--- config.mk ---
export PLATFORM = sky130hd
export DESIGN_NAME = edge_hold_fsm
export DESIGN_NICKNAME = d
export VERILOG_FILES = /design/src/rtl/edge_hold_pkg.sv /design/src/rtl/edge_hold_ch.sv /design/src/rtl/edge_hold_fsm.sv
export SDC_FILE = /design/constraint.sdc
export NUM_CORES = 1
export LEC_CHECK = 0
export CORE_MARGIN = 1.5
export CORE_UTILIZATION = 54
export DETAILED_ROUTE_END_ITERATION = 8
export PLACE_DENSITY = 0.87
export SLEW_MARGIN = 40
export SYNTH_ARGS = -nofsm -noshare
export SYNTH_HDL_FRONTEND = slang
export SYNTH_SLANG_ARGS = --single-unit
--- constraint.sdc ---
create_clock -name clk -period 1.9 [get_ports clk]
set_input_delay 0.475 -clock clk [delete_from_list [all_inputs] [get_ports clk]]
set_output_delay 0.475 -clock clk [all_outputs]
set_load 0.05 [all_outputs]
--- src/rtl/edge_hold_pkg.sv ---
// Shared types and helpers for the edge_hold_fsm debouncer.
// Optional per-channel rise counter is enabled with macro EDGE_HOLD_CNT_EN.
package edge_hold_pkg;

  // Gray-coded so neighbouring states differ in one bit; bit 1 is the confirmed level.
  typedef enum logic [1:0] {
    ST_LOW  = 2'b00,
    ST_RISE = 2'b01,
    ST_HIGH = 2'b11,
    ST_FALL = 2'b10
  } state_e;

  localparam int unsigned HOLD_DEFAULT = 4;
  localparam int unsigned RISE_CNT_W   = 8;
  localparam int unsigned SYNC_STAGES  = 2;

  // Hold counter width for a given HOLD; never narrower than one bit.
  function automatic int unsigned cnt_width(input int unsigned hold);
    int unsigned w;
    w = (hold < 1) ? 1 : $clog2(hold + 1);
    return (w < 1) ? 1 : w;
  endfunction

endpackage

--- src/rtl/edge_hold_ch.sv ---
// One debounce channel: 2-flop synchronizer, LOW/RISE/HIGH/FALL FSM and hold counter.
// With EDGE_HOLD_CNT_EN defined, also keeps an 8-bit wrapping count of confirmed rises.
module edge_hold_ch
  import edge_hold_pkg::*;
#(
  parameter int unsigned HOLD = HOLD_DEFAULT
) (
  input  logic                  clk,
  input  logic                  rst_n,
  input  logic                  a,
  output logic                  k1,
  output logic                  k2,
  output logic                  level
`ifdef EDGE_HOLD_CNT_EN
  ,
  output logic [RISE_CNT_W-1:0] rise_cnt
`endif
);

  localparam int unsigned CNT_W = cnt_width(HOLD);
  localparam logic [CNT_W-1:0] CNT_LAST = CNT_W'(HOLD - 1);
  localparam bit HOLD_IS_ONE = (HOLD == 32'd1);

  logic [SYNC_STAGES-1:0] sync_q;
  logic                   a_s;
  state_e                 state;
  logic [CNT_W-1:0]       cnt;
  logic                   confirm_rise_c;
  logic                   confirm_fall_c;

  // Bring the asynchronous level into the clk domain.
  always_ff @(posedge clk or negedge rst_n) begin
    if (!rst_n) begin
      sync_q <= '0;
    end else begin
      sync_q <= {sync_q[SYNC_STAGES-2:0], a};
    end
  end

  assign a_s = sync_q[SYNC_STAGES-1];

  // Edges on which a level change is confirmed this cycle.
  always_comb begin
    confirm_rise_c = 1'b0;
    confirm_fall_c = 1'b0;
    case (state)
      ST_LOW:  confirm_rise_c = a_s && HOLD_IS_ONE;
      ST_RISE: confirm_rise_c = a_s && (cnt == CNT_LAST);
      ST_HIGH: confirm_fall_c = !a_s && HOLD_IS_ONE;
      ST_FALL: confirm_fall_c = !a_s && (cnt == CNT_LAST);
      default: begin
        confirm_rise_c = 1'b0;
        confirm_fall_c = 1'b0;
      end
    endcase
  end

  // Debounce FSM with registered one-cycle pulses.
  always_ff @(posedge clk or negedge rst_n) begin
    if (!rst_n) begin
      state <= ST_LOW;
      cnt   <= '0;
      k1    <= 1'b0;
      k2    <= 1'b0;
    end else begin
      k1 <= confirm_rise_c;
      k2 <= confirm_fall_c;
      case (state)
        ST_LOW: begin
          if (a_s) begin
            if (HOLD_IS_ONE) begin
              state <= ST_HIGH;
              cnt   <= '0;
            end else begin
              state <= ST_RISE;
              cnt   <= CNT_W'(1);
            end
          end
        end
        ST_RISE: begin
          if (!a_s) begin
            state <= ST_LOW;
            cnt   <= '0;
          end else if (cnt == CNT_LAST) begin
            state <= ST_HIGH;
            cnt   <= '0;
          end else begin
            cnt <= cnt + CNT_W'(1);
          end
        end
        ST_HIGH: begin
          if (!a_s) begin
            if (HOLD_IS_ONE) begin
              state <= ST_LOW;
              cnt   <= '0;
            end else begin
              state <= ST_FALL;
              cnt   <= CNT_W'(1);
            end
          end
        end
        ST_FALL: begin
          if (a_s) begin
            state <= ST_HIGH;
            cnt   <= '0;
          end else if (cnt == CNT_LAST) begin
            state <= ST_LOW;
            cnt   <= '0;
          end else begin
            cnt <= cnt + CNT_W'(1);
          end
        end
        default: begin
          state <= ST_LOW;
          cnt   <= '0;
        end
      endcase
    end
  end

  // Gray encoding puts the confirmed level in state bit 1 (HIGH and FALL).
  assign level = state[1];

`ifdef EDGE_HOLD_CNT_EN
  // Counts on the same edge that registers k1.
  always_ff @(posedge clk or negedge rst_n) begin
    if (!rst_n) begin
      rise_cnt <= '0;
    end else if (confirm_rise_c) begin
      rise_cnt <= rise_cnt + RISE_CNT_W'(1);
    end
  end
`endif

endmodule

--- src/rtl/edge_hold_fsm.sv ---
// N_CH independent debounced edge detectors with confirmed-level outputs.
// Define EDGE_HOLD_CNT_EN to add the per-channel rise_cnt output.
module edge_hold_fsm
  import edge_hold_pkg::*;
#(
  parameter int unsigned N_CH = 2,
  parameter int unsigned HOLD = HOLD_DEFAULT
) (
  input  logic                         clk,
  input  logic                         rst_n,
  input  logic [N_CH-1:0]              A,
  output logic [N_CH-1:0]              K1,
  output logic [N_CH-1:0]              K2,
  output logic [N_CH-1:0]              level
`ifdef EDGE_HOLD_CNT_EN
  ,
  output logic [N_CH*RISE_CNT_W-1:0]   rise_cnt
`endif
);

  // One fully independent channel per input bit.
  for (genvar i = 0; i < N_CH; i++) begin : g_ch
    edge_hold_ch #(
      .HOLD(HOLD)
    ) u_ch (
      .clk     (clk),
      .rst_n   (rst_n),
      .a       (A[i]),
      .k1      (K1[i]),
      .k2      (K2[i]),
      .level   (level[i])
`ifdef EDGE_HOLD_CNT_EN
      ,
      .rise_cnt(rise_cnt[i*RISE_CNT_W +: RISE_CNT_W])
`endif
    );
  end

endmodule
== Word-level counts from Yosys, hierarchy flattened ==
Cells that the tools add are included.
Storage, ports and cells
  register bits: 18
  input port bits: 4
  word-level logic and storage cells: 70
Operators by class
  add/subtract/negate cells: 2
  equality and inequality tests: 16
  muxes and demuxes: 30
  reduce and logical (&&, ||, !) cells: 12
Operators by type and width (count)
  3-bit two-way mux: 10
  2-bit two-way mux: 12
  3-bit case mux with 4 select lines: 2
  2-bit case mux with 4 select lines: 2
  2-bit == test (second input constant): 4
  4-bit AND reduction: 2
  3-bit by 1-bit adder with 3-bit output (second input constant): 2
  3-bit by 2-bit == test with 1-bit output (second input constant): 2
  3-bit by 1-bit inequality test with 1-bit output (second input constant): 2
  3-bit inequality test (second input constant): 2
  2-bit by 1-bit == test with 1-bit output (second input constant): 2
  1-bit logical AND: 4
  2-bit zero test: 2
  1-bit two-way mux: 4
  2-bit by 1-bit inequality test with 1-bit output (second input constant): 2
  2-bit inequality test (second input constant): 2
  2-bit AND reduction: 2
  1-bit zero test: 2

== Longest topological paths before layout ==
  word-level depth: 4
  mapped depth: 5
  gate-level depth less buffers: 5

== Modules after synthesis ==
Synthesis repeated with hierarchy kept, for this count alone.
Second synthesis, totals
  cells, all modules: 78
  area, all modules: 923.4 µm²
By module, submodules not included
  edge_hold_ch: instances 2, cells an instance 39, area each 461.7 µm²

== Worst setup path after synthesis ==
OpenSTA, ideal clock, no wires.
  path type: register to register
  from: reg g_ch[0].u_ch.state[1]
  to: reg g_ch[0].u_ch.state[1]
  library setup time: 0.125 ns
  arrival time: 1.431 ns
  data required time: 1.775 ns
  slack: 0.344 ns
  stages on the path, launching flop included: 6
  buffers on the path: 0
  clock period less this slack: 1.556 ns
  cells stage by stage: dfrtp_1 inv_1 ha_1 mux2i_2 a21bo_2 mux2_4
Between the ends
  cells in the longest elaborated chain, start to end: 3
  elaborated cells between the ends (all ways): 10
Ends and longest elaborated chain
  start: declaration: line edge_hold_ch.sv:26  | state_e state;
  start signal: assignment: line edge_hold_ch.sv:61  | state <= ST_LOW;
  start signal: assignment: line edge_hold_ch.sv:72  | state <= ST_HIGH;
  start signal: assignment: line edge_hold_ch.sv:75  | state <= ST_RISE;
  2-bit == test (tied with other cells): line edge_hold_ch.sv:68  | case (state)
  3-bit by 1-bit inequality test with 1-bit output (no line) (tied with other cells)
  4-bit AND reduction (no line)
Parallel ways exist; a longest one is shown, timed or not.
A chain may end at the register's enable or synchronous reset.

== Worst setup path in the final report ==
Same ends and word-level chain as after synthesis.

==> results.rst <==
.. list-table::
   :header-rows: 1

   * - Metric
     - Value
   * - Routed via count
     - 621
   * - XOR/XNOR share of the synthesized area
     - 0%
   * - Adder-cell share of the synthesized area
     - 14.1%
   * - Post-route DRC
     - 0
   * - Ant diodes
     - 0
   * - Critical Path Fanout Max
     - 5
   * - Hold Fails Final Rpt
     - 0
   * - Leading cell types by count after synthesis
     - 18 x sky130_fd_sc_hd__dfrtp_1, 11 x sky130_fd_sc_hd__ha_1, 7 x sky130_fd_sc_hd__buf_4, 6 x sky130_fd_sc_hd__inv_1, 6 x sky130_fd_sc_hd__nor2_1
   * - Pin slew with the least headroom to its limit
     - 0.525 ns
   * - Number of maximum-capacitance violations
     - 0
   * - Most common cell in the synthesized netlist
     - sky130_fd_sc_hd__dfrtp_1
   * - Initial cell density of the core
     - 57.1%
   * - Area Overhead vs Synth
     - 9.36%
   * - Initial antenna violation count
     - 0
   * - Synthesized area divided by synthesized cell count
     - 11.3 sq um
   * - Standard cell core area
     - 1710 sq um
   * - Number of top-level pins
     - 10
   * - Type of the worst min-delay path
     - reg2reg
   * - Mean routed wirelength per cell
     - 12.4 um
   * - First drt pass iteration count
     - 4
   * - Resized cells post-CTS
     - 0
   * - Largest family of logic cells by synthesized area
     - adder cells
   * - Total number of yosys warnings
     - 0
   * - Fmax
     - 0.592 GHz
   * - Skew-Pair Late Insertion Delay
     - 0.29 ns
   * - EDFF count, synth
     - 0
   * - GPL Wtd Cong
     - 0.775
   * - Net total in the final layout
     - 110
   * - Deepest level of the CTS H-tree
     - 1
   * - Number of synthesized register bits
     - 18
   * - Unrepaired setup endpoints after global routing
     - false
   * - Critical-path cell list
     - inv_1, ha_1, mux2_4, a21bo_2, mux2_4
   * - FP Rows
     - 15
   * - Nature of the critical path startpoint
     - register
   * - Number of buffers on the longest clock path
     - 2
   * - Largest area contributor in the netlist
     - sky130_fd_sc_hd__dfrtp_1
   * - First-pass GRT wire length
     - 2550 um
   * - Post-detailed-placement half-perimeter wirelength
     - 1110 um
   * - Kind of end point of the critical path
     - register
   * - Period minus WS final
     - 1.69 ns
   * - Post-route core utilization
     - 62.5%
   * - Final Setup Violations
     - 0
   * - Compound-Gate Fraction of Synth Area
     - 10.3%
   * - Synth area leaders
     - sky130_fd_sc_hd__dfrtp_1 46%, sky130_fd_sc_hd__ha_1 14%, sky130_fd_sc_hd__buf_4 5.4%
   * - Count of cell types in the netlist
     - 30
   * - Final ANT Viol Nets
     - 0
   * - Non-filler cells in the finished layout
     - 118
   * - Fraction of final layout cells sized beyond drive strength 1
     - 16.1%
   * - Share of the cycle needed by the critical path after routing
     - 88.8%
   * - Required time at the worst-slack endpoint
     - 2.08 ns
   * - Post-synth design cell area
     - 976 sq um
   * - Clock skew
     - 0.00152 ns
   * - Clock-pin transition on the worst setup and hold timing paths
     - 0.10 ns
   * - Vias per std cell
     - 5.26
   * - Power density over the cells
     - 1480 nW/um^2
   * - Post-Synth Simple-Gate Area
     - 13.2%
   * - Post-Syn Instances
     - 86
   * - Static leakage
     - 0.519 nW
   * - Sinks on the clock net
     - 18
   * - Slew Viols, Final
     - 0
   * - Critical Path AT
     - 1.87 ns
   * - Number of clock buffers inserted by TritonCTS
     - 3
   * - Delay of the slowest critical-path stage
     - 0.45 ns
   * - Critical path start-end classification
     - reg2reg
   * - Die Width
     - 45.5 um
   * - Top-area cell type share of the netlist area
     - 46.2%
   * - CTS tree
     - yes
   * - Share of cell area taken by muxes after synthesis
     - 8.59%
   * - Sequential cell area fraction in the yosys report
     - 46.2%
   * - Syn_nets
     - 101
   * - Final total negative setup slack
     - 0 ns
   * - Share of flip-flops with an asynchronous set or reset after synthesis
     - 100%
   * - Most common flop cell mapped by yosys
     - sky130_fd_sc_hd__dfrtp_1
   * - Outcome
     - finished, final reports clean
   * - Floorplan die area
     - 2070 sq um
   * - Initial detailed-routing violation count
     - 6
   * - Vias in the first global route
     - 606
   * - # Post-CTS Setup Buffers
     - 0
   * - Overall global routing resource usage
     - 17.9%
   * - Pin count of the biggest net entering global routing
     - 19
   * - Worst-case vdd ir drop
     - 0.724 mV
   * - Buffers added on ports
     - 9
   * - Total Routed Length
     - 1470 um
   * - Placed insts
     - 115
   * - Overflow left after global routing
     - 0
   * - Die height
     - 45.5 um
   * - Max_slew headroom
     - 64.0%
   * - Library cell appearing most often on the critical path
     - sky130_fd_sc_hd__mux2_4
   * - Cts hold-fix bufs
     - 0
   * - Clk root buf
     - sky130_fd_sc_hd__clkbuf_4
   * - Cell with the biggest individual delay on the critical path
     - sky130_fd_sc_hd__dfrtp_1
-- report_power, final --
group          leakage, nW  internal, W  switching [W]  total [W]
Combinational        0.276     0.000372       0.000463   0.000835
Sequential           0.229     0.000479      0.0000804   0.000560
Clock               0.0138    0.0000738       0.000113   0.000187
Total                0.519     0.000925       0.000656    0.00158
-- layout make-up --
class,instances,area [sq um]
clock buffers,3,22.5
multi-input cells,55,450
fillers,140,641
repair buffers,11,90.1
flip-flops and latches,18,450
inverters,6,22.5
well taps,25,31.3
-- stage by stage --
step	power [W]	area [sq um]	worst slack, ns	hold WS [ns]
after floorplan	0.00123	976	0.344	0.179
after global placement	0.00135	1040	0.304	0.333
after detailed placement	0.00141	1040	0.234	0.340
after CTS	0.00159	1070	0.203	0.363
after global routing	0.00173	1070	0.146	0.382
final	0.00158	1070	0.212	0.360
-- registers in the layout, indices dropped and copies added, names as in the netlist --
name / count
g_ch.u_ch.cnt: 6
g_ch.u_ch.k1: 2
g_ch.u_ch.k2: 2
g_ch.u_ch.state: 4
g_ch.u_ch.sync_q: 4
-- cells in the final DEF (no fill, tap or decap) --
cell / netlist / routed
sky130_fd_sc_hd__ha_1: 11 / 11
sky130_fd_sc_hd__nand3b_1: 2 / 2
sky130_fd_sc_hd__dfrtp_1: 18 / 18
sky130_fd_sc_hd__clkbuf_4: 0 / 3
sky130_fd_sc_hd__nor4bb_1: 1 / 1
sky130_fd_sc_hd__nand3_1: 2 / 2
sky130_fd_sc_hd__o22ai_1: 1 / 1
sky130_fd_sc_hd__o211ai_1: 1 / 1
sky130_fd_sc_hd__nor3b_1: 1 / 1
sky130_fd_sc_hd__or3b_1: 1 / 1
sky130_fd_sc_hd__nand4b_1: 1 / 1
sky130_fd_sc_hd__mux2i_1: 4 / 4
sky130_fd_sc_hd__mux2i_2: 1 / 1
sky130_fd_sc_hd__o32ai_1: 1 / 1
sky130_fd_sc_hd__and3_1: 1 / 1
sky130_fd_sc_hd__and3b_1: 1 / 1
sky130_fd_sc_hd__buf_4: 7 / 8
sky130_fd_sc_hd__a21oi_1: 3 / 3
sky130_fd_sc_hd__clkdlybuf4s50_1: 0 / 3
sky130_fd_sc_hd__nor2b_1: 2 / 2
sky130_fd_sc_hd__o311ai_0: 1 / 1
sky130_fd_sc_hd__nand2b_1: 1 / 1
sky130_fd_sc_hd__nor3_1: 1 / 1
sky130_fd_sc_hd__mux2_4: 2 / 2
sky130_fd_sc_hd__o21a_1: 1 / 1
sky130_fd_sc_hd__inv_1: 6 / 6
sky130_fd_sc_hd__a21bo_2: 1 / 1
sky130_fd_sc_hd__o21ai_0: 3 / 3
sky130_fd_sc_hd__nor2_1: 6 / 6
sky130_fd_sc_hd__a21boi_0: 2 / 2
sky130_fd_sc_hd__a31oi_1: 1 / 1
sky130_fd_sc_hd__nand2_1: 2 / 2
-- critical path, delay by kind of cell, from the launching register on --
family,cells,cell delay (ns)
mux,2,0.57
flops,1,0.45
compound gates,1,0.24
fa+ha+maj,1,0.21
buf+inv,1,0.11
-- routing by layer --
| layer | up-vias | track usage, % | share of wire [%] |
|---|---|---|---|
| met4 | 0 | 11.2 | 2.8 |
| met1 | 294 | 20.5 | 45 |
| li1 | 309 | - | - |
| met3 | 5 | 4.76 | 3.1 |
| met5 | - | 0 | 0 |
| met2 | 13 | 29.3 | 49 |
-- worst paths after layout --
path / start / endpoint / slack, ns / cells after the start
worst max-delay path: g_ch[0].u_ch.state[1] / g_ch[0].u_ch.state[1] / 0.21 / 5
worst min-delay path: g_ch[1].u_ch.sync_q[0] / g_ch[1].u_ch.sync_q[1] / 0.36 / 0
worst max register to register: g_ch[0].u_ch.state[1] / g_ch[0].u_ch.state[1] / 0.21 / 5
worst min register to register: g_ch[1].u_ch.sync_q[0] / g_ch[1].u_ch.sync_q[1] / 0.36 / 0
max in group asynchronous: rst_n / g_ch[0].u_ch.k1 / 1.21 / 2
min in group asynchronous: rst_n / g_ch[0].u_ch.sync_q[0] / 0.50 / 2
-- logic make-up (layout without fill, tap and decap cells) --
logic type / after synthesis / count (layout)
multiplexers: 7 / 7
buffers and inverters: 13 / 20
adder cells (fa/ha/maj): 11 / 11
AND/OR/NAND/NOR: 22 / 22
flip-flops: 18 / 18
AO/OA/AOI/OAI: 15 / 15
(Power assumes the default switching activity.)
